$ cat src/rtl/melody_seq.sv
// Programmable melody sequencer on the PWM sample clock: plays (pitch, duration) notes from a
// writable memory at a programmable tempo. Define MELODY_GAP_EN for detached articulation.
module melody_seq #(
    parameter int PITCH_W   = 5,
    parameter int DUR_W     = 13,
    parameter int DEPTH     = 32,
    parameter int ADDR_W    = 5,
    parameter int TDIV_W    = 16,
    parameter int GAP_TICKS = 1
) (
    input  logic               fs_clk,
    input  logic               reset,
    input  logic               wr_en,
    input  logic [ADDR_W-1:0]  wr_addr,
    input  logic [PITCH_W-1:0] wr_pitch,
    input  logic [DUR_W-1:0]   wr_dur,
    input  logic [ADDR_W:0]    len,
    input  logic [TDIV_W-1:0]  tempo_div,
    input  logic               loop_en,
    input  logic               start,
    input  logic               stop,
    output logic [PITCH_W-1:0] pitch_o,
    output logic               note_valid,
    output logic [ADDR_W-1:0]  note_idx,
    output logic               note_start,
    output logic               busy,
    output logic               done
);
`ifdef MELODY_GAP_EN
    localparam bit GAP_EN = 1'b1;
`else
    localparam bit GAP_EN = 1'b0;
`endif
    localparam logic [ADDR_W:0]  DEPTH_L = (ADDR_W+1)'(DEPTH);
    localparam logic [DUR_W-1:0] GAP_L   = DUR_W'(GAP_TICKS);

    typedef enum logic [1:0] {IDLE, LOAD, PLAY} state_t;

    state_t             state_q, state_d;
    logic [PITCH_W-1:0] pitch_q, pitch_d;
    logic               valid_q, valid_d;
    logic [ADDR_W-1:0]  idx_q, idx_d;
    logic               ns_q, ns_d;
    logic               done_q, done_d;
    logic [ADDR_W:0]    len_q, len_d;
    logic [DUR_W-1:0]   cur_dur_q, cur_dur_d;
    logic [TDIV_W-1:0]  tick_q, tick_d;
    logic [DUR_W-1:0]   dcnt_q, dcnt_d;

    logic [PITCH_W-1:0] mem_pitch [DEPTH];
    logic [DUR_W-1:0]   mem_dur   [DEPTH];

    logic [DUR_W-1:0]   dur_eff;
    logic [ADDR_W:0]    len_clamp;
    logic               last_note;

    // Reads happen on the LOAD edge, so a write on that same edge is seen only afterwards.
    always_ff @(posedge fs_clk) begin
        if (wr_en) begin
            mem_pitch[wr_addr] <= wr_pitch;
            mem_dur[wr_addr]   <= wr_dur;
        end
    end

    function automatic logic gap_at(input logic [DUR_W-1:0] cnt, input logic [DUR_W-1:0] deff);
        return GAP_EN && (deff > GAP_L) && (cnt >= deff - GAP_L);
    endfunction

    always_comb begin
        dur_eff   = (cur_dur_q == '0) ? DUR_W'(1) : cur_dur_q;
        len_clamp = (len > DEPTH_L) ? DEPTH_L : len;
        last_note = ({1'b0, idx_q} == len_q - (ADDR_W+1)'(1));

        state_d   = state_q;
        pitch_d   = pitch_q;
        valid_d   = valid_q;
        idx_d     = idx_q;
        ns_d      = 1'b0;
        done_d    = 1'b0;
        len_d     = len_q;
        cur_dur_d = cur_dur_q;
        tick_d    = tick_q;
        dcnt_d    = dcnt_q;

        if (stop) begin
            state_d = IDLE;
            pitch_d = '0;
            valid_d = 1'b0;
            idx_d   = '0;
            tick_d  = '0;
            dcnt_d  = '0;
        end else begin
            case (state_q)
                IDLE: begin
                    if (start && len_clamp != '0) begin
                        state_d = LOAD;
                        idx_d   = '0;
                        len_d   = len_clamp;
                    end
                end
                LOAD: begin
                    state_d   = PLAY;
                    pitch_d   = mem_pitch[idx_q];
                    cur_dur_d = mem_dur[idx_q];
                    valid_d   = (mem_pitch[idx_q] != '0);
                    ns_d      = 1'b1;
                    tick_d    = '0;
                    dcnt_d    = '0;
                end
                PLAY: begin
                    // A shrunken tempo_div resets the tick phase without counting a tick.
                    if (tick_q > tempo_div) begin
                        tick_d = '0;
                    end else if (tick_q == tempo_div) begin
                        tick_d = '0;
                        if (dcnt_q == dur_eff - DUR_W'(1)) begin
                            if (!last_note) begin
                                idx_d   = idx_q + 1'b1;
                                state_d = LOAD;
                            end else if (loop_en) begin
                                idx_d   = '0;
                                state_d = LOAD;
                            end else begin
                                state_d = IDLE;
                                pitch_d = '0;
                                valid_d = 1'b0;
                                idx_d   = '0;
                                done_d  = 1'b1;
                            end
                        end else begin
                            dcnt_d  = dcnt_q + DUR_W'(1);
                            valid_d = (pitch_q != '0) && !gap_at(dcnt_q + DUR_W'(1), dur_eff);
                        end
                    end else begin
                        tick_d = tick_q + TDIV_W'(1);
                    end
                end
                default: state_d = IDLE;
            endcase
        end
    end

    always_ff @(posedge fs_clk) begin
        if (reset) begin
            state_q   <= IDLE;
            pitch_q   <= '0;
            valid_q   <= 1'b0;
            idx_q     <= '0;
            ns_q      <= 1'b0;
            done_q    <= 1'b0;
            len_q     <= '0;
            cur_dur_q <= '0;
            tick_q    <= '0;
            dcnt_q    <= '0;
        end else begin
            state_q   <= state_d;
            pitch_q   <= pitch_d;
            valid_q   <= valid_d;
            idx_q     <= idx_d;
            ns_q      <= ns_d;
            done_q    <= done_d;
            len_q     <= len_d;
            cur_dur_q <= cur_dur_d;
            tick_q    <= tick_d;
            dcnt_q    <= dcnt_d;
        end
    end

    assign pitch_o    = pitch_q;
    assign note_valid = valid_q;
    assign note_idx   = idx_q;
    assign note_start = ns_q;
    assign busy       = (state_q != IDLE);
    assign done       = done_q;
endmodule

$ cat config.mk
export PLATFORM = sky130hd
export DESIGN_NAME = melody_seq
export DESIGN_NICKNAME = d
export VERILOG_FILES = /design/src/rtl/melody_seq.sv
export SDC_FILE = /design/constraint.sdc
export NUM_CORES = 1
export LEC_CHECK = 0
export ABC_AREA = 1
export ABC_CLOCK_PERIOD_IN_PS = 7800
export BUFFER_PORTS_ARGS = -buffer_cell sky130_fd_sc_hd__clkbuf_2
export CAP_MARGIN = 20
export CELL_PAD_IN_SITES_DETAIL_PLACEMENT = 2
export CELL_PAD_IN_SITES_GLOBAL_PLACEMENT = 2
export CORE_MARGIN = 3
export CORE_UTILIZATION = 45
export DETAILED_ROUTE_END_ITERATION = 10
export GPL_TIMING_DRIVEN = 0
export PLACE_DENSITY_LB_ADDON = 0.1
export SLEW_MARGIN = 20
export SYNTH_ARGS = -nofsm -noshare
export SYNTH_HDL_FRONTEND = slang
export SYNTH_SLANG_ARGS = --single-unit
$ cat constraint.sdc
create_clock -name fs_clk -period 7.8 [get_ports fs_clk]
set_input_delay 1.56 -clock fs_clk [delete_from_list [all_inputs] [get_ports fs_clk]]
set_output_delay 1.56 -clock fs_clk [all_outputs]
set_load 0.05 [all_outputs]
==> results of run 1 <==
worst paths after layout:
| kind | slack (ns) | end | start | cells after the start |
|---|---|---|---|---|
| worst max register to register | 4.07 | cur_dur_q[3]$_SDFFE_PP0P_ | note_idx[1]$_SDFFE_PP0N_ | 12 |
| worst max-delay path | 3.85 | register | tempo_div[13] | 11 |
| worst min register to register | 0.49 | tick_q[9]$_SDFFE_PP0P_ | tick_q[9]$_SDFFE_PP0P_ | 2 |
| worst min-delay path | 0.49 | tick_q[9]$_SDFFE_PP0P_ | tick_q[9]$_SDFFE_PP0P_ | 2 |
worst min-delay path: stages, from the launching register on:
cell     delay, ns
dfxtp_1       0.32
nand2_1       0.07
a21oi_1       0.05
logic make-up after synthesis:
group,Yosys count
compound gates,510
xor+xnor,29
flops,644
simple gates,928
fa+ha+maj,25
buf+inv,261
routing by layer:
metal	GRT usage (%)	share of wire [%]	vias up
met5	0	0	-
met1	42.0	38	11000
met4	19.5	6.3	0
met2	60.9	50	924
li1	-	-	8957
met3	4.87	6.1	330
stage by stage:
step	instances	cell area, µm²	power, W
floorplan	2397	27100	0.00411
global placement	3233	28300	0.00427
detailed placement	3265	29400	0.00433
CTS	3393	31600	0.00755
global route	3393	31600	0.00773
finish	3393	31600	0.00755
cells in the mapped netlist (3+ instances only):
master | instances | area, µm²
o221ai_1 | 18 | 158
o31ai_1 | 8 | 60.1
ha_1 | 25 | 313
nand3_1 | 164 | 821
nor2_2 | 3 | 18.8
nand3b_1 | 4 | 30.0
xnor2_1 | 5 | 43.8
buf_2 | 14 | 70.1
o21ai_1 | 7 | 35.0
xor2_1 | 24 | 210
nor3_1 | 12 | 60.1
a211oi_1 | 4 | 30.0
a21oi_1 | 92 | 460
o2111ai_1 | 17 | 149
nor2_1 | 346 | 1300
o21ai_0 | 242 | 1210
a32o_1 | 3 | 30.0
o21bai_1 | 5 | 37.5
nand2_2 | 3 | 18.8
inv_2 | 6 | 22.5
nand2_1 | 360 | 1350
o311ai_0 | 3 | 26.3
nand4_1 | 20 | 125
o22ai_1 | 89 | 557
edfxtp_1 | 576 | 17300
o211ai_1 | 15 | 113
buf_1 | 9 | 33.8
nor2_4 | 4 | 45.0
clkbuf_1 | 110 | 413
dfxtp_1 | 68 | 1360
inv_1 | 117 | 439
sequential cells by signal, summed over array words and instances (netlist names), named ones only:
signal and flops:
note_valid 1, pitch_o 5, dcnt_q 13, tick_q 16, len_q 6, cur_dur_q 13, mem_pitch 160, done 1
mem_dur 416, note_idx 5, note_start 1, state_q 2
power breakdown:
part	total [W]	switching [W]	internal, W
sequential	0.00382	0.0000205	0.00380
clock	0.00327	0.00145	0.00182
combinational	0.000454	0.000340	0.000114
layout make-up:
cell class                 instances  area (µm²)
buffer                           136         547
clock buffer                      91        1890
clock inverter                    37         272
fill                            5744       27600
inverter                         125         469
multi-input combinational       1492        7620
sequential                       644       18700
tap                              773         967
timing repair buffer              95        1180
==> run summary, run 1 <==
post-DR wirelength/cell - 32.4 µm
pin count of the biggest net entering global routing - 33
layout cells sized above 1 - 10.1%
global placement routability congestion - 0.870
final clock period utilization by the worst path - 50.7%
Starting Density - 45.7%
worst setup skew after layout - 0.0313 ns
setup fix buffers added after clock tree synthesis - 0
number of I/O pins - 65
cts hold-fix bufs - 0
global-route wire length before repair - 161 mm
remaining number of nets flagged by the antenna check after routing - 0
max frequency - 253 MHz
Largest delay share family, worst path - simple AND/OR/NAND/NOR gates
clock-pin slew of the registers on the worst-case setup and hold paths - 0.06 ns
total routed wirelength - 110 mm
status - finished clean
crit-path cells - clkbuf_2 > inv_1 > ha_1 > nand2_1 > nor4b_2 > a21oi_1 > a21oi_1 > nand3_2 > nand2_1 > nand2_1 > nor2_1
drt first-iter violations - 2258
parity-gate share of the synthesized area counting xor and xnor cells - 0.939%
Die Span Y - 251 µm
mapped cell area - 27100 µm²
floorplan die area - 63100 µm²
synthesized instance count - 2397
iteration count of the initial detailed-routing pass - 5
register area share after synthesis - 69.0%
largest family of logic cells by synthesized area - simple AND/OR/NAND/NOR gates
number of buffers on the longest clock path - 3
fraction of synthesized area in multiplexers - 0%
count of cells resized by post-cts repair - 0
clock sink total - 644
remaining global-route overflow - 0
Yosys warning total - 0
leakage power - 10.9 nW
remaining max-slew budget at the tightest pin - 24.8%
most frequent standard cell in the layout excluding fill and tap cells - edfxtp_1
Placement Rows - 89
number of remaining DRC errors - 0
Crit. End Element - register
area of the core - 59200 µm²
number of violations of the max-capacitance limit - 0
vias in the first global route - 23.3k
post-route setup TNS - 0 ns
data arrival time of the worst path - 4.43 ns
Detail Placement HPWL - 74.7 mm
share of the core filled with cells - 53.4%
total clock buffers created by CTS - 71
predominant post-synthesis flop cell - edfxtp_1
simple-gate share of the synthesized area - 14.4%
number of pins with negative max-slew slack in the final report - 0
Hold Path Class - reg -> reg
worst-path cell with the longest stage delay - a21oi_1
cell mode on critical path - nand2_1
slowest cell delay on critical path - 0.72 ns
count of endpoints failing hold in the final timing report - 0
initial antenna violation count - 1
Post-Synthesis Mean Instance Area - 11.3 µm²
clock tree from TritonCTS - yes
worst slack on hold paths - 0.489 ns
required time at the worst-slack endpoint - 8.27 ns
worst skew pair latency - 0.63 ns
final count of negative-setup-slack endpoints - 0
post-synthesis compound-gate area fraction - 10.8%
Synth Area in Adders - 1.16%
Worst Setup Slack, final - 3.85 ns
Worst VDD drop - 0.174 mV
Least-Margin Pin Slew - 1.12 ns
post-placement setup slack - 3.34 ns
horizontal die dimension - 251 µm
Async S/R FF share, synth - 0%
sum of buffers and inverters on the critical path - 2
flip-flop and latch count after synthesis - 644
distinct cell type count of the synthesized netlist - 48
GRT Resource Usage Total - 35.0%
maximum fanout count along the critical path - 8
unrepaired setup endpoints after global routing - no
cell chosen for the clock root - clkbuf_16
areal power density over the cells - 239 nW/µm²
Critical Path Source Type - primary input
critical path start-end classification - in -> reg
most used cells in the layout excluding fill and tap cells - edfxtp_1, nand2_1, nor2_1
count of flip-flops with a built-in enable after synthesis - 576
number of antenna repair diodes - 0
maximum level of the CTS H-tree - 3
Layout Area Growth over Synthesis - 16.8%
fin nets - 2641
IO buf count - 63
total number of vias - 21.2k
post-route minimum period - 3.95 ns
vias per std cell - 6.25
nets in the synthesized netlist - 2473
Note: power is estimated with default switching activity, not from simulation.
==> inputs of run 2 (changes only) <==
--- a/config.mk
+++ b/config.mk
@@ -5,8 +5,8 @@
 export SDC_FILE = /design/constraint.sdc
 export NUM_CORES = 1
 export LEC_CHECK = 0
-export ABC_AREA = 1
-export ABC_CLOCK_PERIOD_IN_PS = 7800
+export ABC_AREA = 0
+export ABC_CLOCK_PERIOD_IN_PS = 4000
 export BUFFER_PORTS_ARGS = -buffer_cell sky130_fd_sc_hd__clkbuf_2
 export CAP_MARGIN = 20
 export CELL_PAD_IN_SITES_DETAIL_PLACEMENT = 2
==> constraint.sdc (replaced) <==
create_clock -name fs_clk -period 4 [get_ports fs_clk]
set_input_delay 0.8 -clock fs_clk [delete_from_list [all_inputs] [get_ports fs_clk]]
set_output_delay 0.8 -clock fs_clk [all_outputs]
set_load 0.05 [all_outputs]
==> run summary, run 2 <==
largest family of logic cells by synthesized area - multiplexers (was simple AND/OR/NAND/NOR gates)
Critical Path Start - note_idx[1]$_SDFFE_PP0N_ (was tempo_div[13])
number of I/O pins - 65 (unchanged)
Critical Path Source Type - register (was primary input)
cell depth of the worst min-delay path - 2 (unchanged)
most area-hungry cell type in the Yosys netlist - edfxtp_1 (unchanged)
total routed wirelength - 87.0 mm (was 110 mm)
worst setup path endpoint - cur_dur_q[0]$_SDFFE_PP0P_
Worst path depth - 7 (was 11)
register area share after synthesis - 70.5% (was 69.0%)
dpl cells - 2365 (was 3265)
cts hold-fix bufs - 0 (unchanged)
maximum fanout count along the critical path - 10 (was 8)
Largest delay share family, worst path - buffers and inverters (was simple AND/OR/NAND/NOR gates)
area of the core - 57900 µm² (was 59200 µm²)
Post-Synthesis Mean Instance Area - 17.6 µm² (was 11.3 µm²)
Layout Area Growth over Synthesis - 17.2% (was 16.8%)
post-synthesis compound-gate area fraction - 4.59% (was 10.8%)
pin count of the biggest net entering global routing - 33 (unchanged)
most used cells in the layout excluding fill and tap cells - edfxtp_1, mux4_2, clkbuf_2 (was edfxtp_1, nand2_1, nor2_1)
status - finished clean (unchanged)
simple-gate share of the synthesized area - 6.38% (was 14.4%)
post-DR wirelength/cell - 34.9 µm (was 32.4 µm)
Hold Path Class - reg -> reg (unchanged)
Synth Area in Adders - 1.18% (was 1.16%)
synth top area cells - edfxtp_1, mux4_2, dfxtp_1, mux2i_1, ha_1 (was edfxtp_1, dfxtp_1, nand2_1, nor2_1, o21ai_0)
Synth top area share - 65.4% (was 63.9%)
Die Span Y - 248 µm (was 251 µm)
IO buf count - 64 (was 63)
number of buffers on the longest clock path - 3 (unchanged)
number of filler cells placed in the layout - 5098 (was 5744)
Final Instance Area - 31000 µm² (was 31600 µm²)
Async S/R FF share, synth - 0% (unchanged)
Reg-to-Reg End - cur_dur_q[0]$_SDFFE_PP0P_ (was cur_dur_q[3]$_SDFFE_PP0P_)
global placement routability congestion - 0.781 (was 0.870)
sum of buffers and inverters on the critical path - 3 (was 2)
clock-pin slew of the registers on the worst-case setup and hold paths - 0.06 ns (about the same)
remaining global-route overflow - 0 (unchanged)
global-route wire length before repair - 127 mm (was 161 mm)
post-route minimum period - 3.86 ns
parity-gate share of the synthesized area counting xor and xnor cells - 0.752% (was 0.939%)
iteration count of the initial detailed-routing pass - 5 (unchanged)
most frequent standard cell in the layout excluding fill and tap cells - edfxtp_1 (unchanged)
leakage power - 9.72 nW (was 10.9 nW)
final clock period utilization by the worst path - 96.5%
maximum level of the CTS H-tree - 3 (unchanged)
data arrival time of the worst path - 4.31 ns (was 4.43 ns)
number of flip-flops in the largest register - 416 (unchanged)
leading registers by flop count - mem_dur x416, mem_pitch x160, tick_q x16 (unchanged)
number of violations of the max-capacitance limit - 0 (unchanged)
count of endpoints failing hold in the final timing report - 0 (unchanged)
fraction of synthesized area in multiplexers - 15.0% (was 0%)
share of the core filled with cells - 53.5% (was 53.4%)
total clock buffers created by CTS - 68 (was 71)
worst skew pair latency - 0.62 ns (was 0.63 ns)
nets in the synthesized netlist - 1579 (was 2473)
Yosys warning total - 0 (unchanged)
Detail Placement HPWL - 58.3 mm (was 74.7 mm)
critical path start-end classification - reg -> reg (was in -> reg)
count of flip-flops with a built-in enable after synthesis - 576 (unchanged)
slowest cell delay on critical path - 0.69 ns (was 0.72 ns)
number of pins with negative max-slew slack in the final report - 0 (unchanged)
Placement Rows - 88 (was 89)
Worst VDD drop - 0.413 mV (was 0.174 mV)
mapped cell area - 26500 µm² (was 27100 µm²)
most numerous cell types in the synthesized netlist - edfxtp_1, mux4_2, nor2_1 (was edfxtp_1, nand2_1, nor2_1)
cell chosen for the clock root - clkbuf_16 (unchanged)
clock tree from TritonCTS - yes (unchanged)
Crit Reg-Reg Startpoint - note_idx[1]$_SDFFE_PP0N_ (unchanged)
remaining max-slew budget at the tightest pin - 25.1% (was 24.8%)
total number of vias - 15.6k (was 21.2k)
Crit. End Element - register (unchanged)
largest register by flop count - mem_dur (unchanged)
initial antenna violation count - 3 (was 1)
drt first-iter violations - 1459 (was 2258)
Least-Margin Pin Slew - 1.12 ns (about the same)
Starting Density - 45.7% (about the same)
areal power density over the cells - 453 nW/µm² (was 239 nW/µm²)
total cell area at the placement stage - 28800 µm² (was 29400 µm²)
final count of negative-setup-slack endpoints - 0 (unchanged)
horizontal die dimension - 248 µm (was 251 µm)
distinct cell type count of the synthesized netlist - 68 (was 48)
cell mode on critical path - mux4_2 (was nand2_1)
unrepaired setup endpoints after global routing - no (unchanged)
predominant post-synthesis flop cell - edfxtp_1 (unchanged)
max frequency - 259 MHz
worst-path cell with the longest stage delay - buf_1 (was a21oi_1)
number of antenna repair diodes - 0 (unchanged)
vias in the first global route - 17.3k (was 23.3k)
final cell count without fillers - 2492 (was 3393)
floorplan die area - 61700 µm² (was 63100 µm²)
layout cells sized above 1 - 23.6% (was 10.1%)
crit-path cells - clkbuf_1 > clkbuf_2 > buf_1 > mux4_2 > mux4_2 > mux2i_1 > a211oi_1 (was clkbuf_2 > inv_1 > ha_1 > nand2_1 > nor4b_2 > a21oi_1 > a21oi_1 > nand3_2 > nand2_1 > nand2_1 > nor2_1)
number of remaining DRC errors - 0 (unchanged)
remaining number of nets flagged by the antenna check after routing - 0 (unchanged)
worst setup slack for register-to-register paths - 0.14 ns (was 4.07 ns)
flip-flop and latch count after synthesis - 644 (unchanged)
number of cells on the worst reg-to-reg path - 7 (was 12)
clock sink total - 644 (unchanged)
vias per std cell - 6.25 (about the same)
most frequently used cell type in the post-synthesis netlist - edfxtp_1 (unchanged)
synthesized instance count - 1503 (was 2397)
GRT Resource Usage Total - 28.5% (was 35.0%)
fin nets - 1749 (was 2641)
required time at the worst-slack endpoint - 4.45 ns (was 8.27 ns)
worst setup skew after layout - 0.0403 ns (was 0.0313 ns)
## run 2: cell count changes in the layout (fill, tap and decap cells not counted), moves of 83 or more
cell / previous run / this run
o22ai_1: 89 / 6
nand2_1: 360 / 70
mux4_2: 0 / 146
nand3_1: 164 / 25
o21ai_0: 242 / 19
inv_1: 117 / 30
nor2_1: 314 / 45
## run 2: cell type report
cell class                      count  area, µm²  share of cell area, %
Sequential cell                   644      18700                   60.2
Multi-Input combinational cell    750       7650                   24.7
Tap cell                          765        957                   3.09
Buffer                             77        320                   1.03
Timing Repair Buffer              101       1220                   3.94
Clock inverter                     37        297                  0.957
Inverter                           31        116                  0.375
Clock buffer                       87       1770                   5.72
## run 2: timing repair
action,CTS,global route
buffers inserted,2,2
gates resized for setup,7,9
endpoints found under the setup margin,34,27
cloned,0,0
pin swaps,2,3
## run 2: where the power goes
| group | leakage (nW) | internal (W) | switching, W |
|---|---|---|---|
| logic | 2.98 | 0.000167 | 0.000366 |
| clock network | 1.00 | 0.00331 | 0.00277 |
| registers | 5.74 | 0.00740 | 0.0000392 |
## run 2: through the flow
stage | setup TNS, ns | setup WS (ns) | hold slack, ns | power, W
finish | 0 | 0.138 | 0.485 | 0.0141
floorplan | 0 | 0.854 | 0.458 | 0.00781
global placement | -11.16 | -0.273 | 0.470 | 0.00802
detailed placement | -4.93 | -0.433 | 0.493 | 0.00810
CTS | 0 | 0.00928 | 0.497 | 0.0141
global route | 0 | 0.00139 | 0.531 | 0.0144
## run 2: how the worst min path moves through the flow
stage | from | to | slack [ns]
2_1_floorplan | dcnt_q[12]$_SDFFE_PP0P_ | dcnt_q[12]$_SDFFE_PP0P_ | 0.46
3_3_place_gp | pitch_o[3]$_SDFFE_PP0P_ | pitch_o[3]$_SDFFE_PP0P_ | 0.47
3_5_place_dp | pitch_o[3]$_SDFFE_PP0P_ | pitch_o[3]$_SDFFE_PP0P_ | 0.49
4_1_cts | pitch_o[2]$_SDFFE_PP0P_ | pitch_o[2]$_SDFFE_PP0P_ | 0.50
5_1_grt | pitch_o[2]$_SDFFE_PP0P_ | pitch_o[2]$_SDFFE_PP0P_ | 0.53
6_report | pitch_o[2]$_SDFFE_PP0P_ | pitch_o[2]$_SDFFE_PP0P_ | 0.48
## run 2: cell families after synthesis
logic type,count (synthesis)
compound gates,170
flops,644
mux,213
simple gates,321
fa+ha+maj,25
xor+xnor,21
buf+inv,109
## run 2: routing by layer
metal  vias up  part of all wire [%]  GRT usage, %
met3       156                   7.4          6.69
met5         -                 0.030             0
li1       6484                     -             -
met2       645                    50          47.9
met1      8297                    40          37.4
met4         4                   2.8          7.75
## run 2: worst min-delay path: cells and delay by family, from the launching register on
kind               cells  cell delay, ns
AOI/OAI and AO/OA      1            0.06
and+or+nand+nor        1            0.06
DFF                    1            0.32
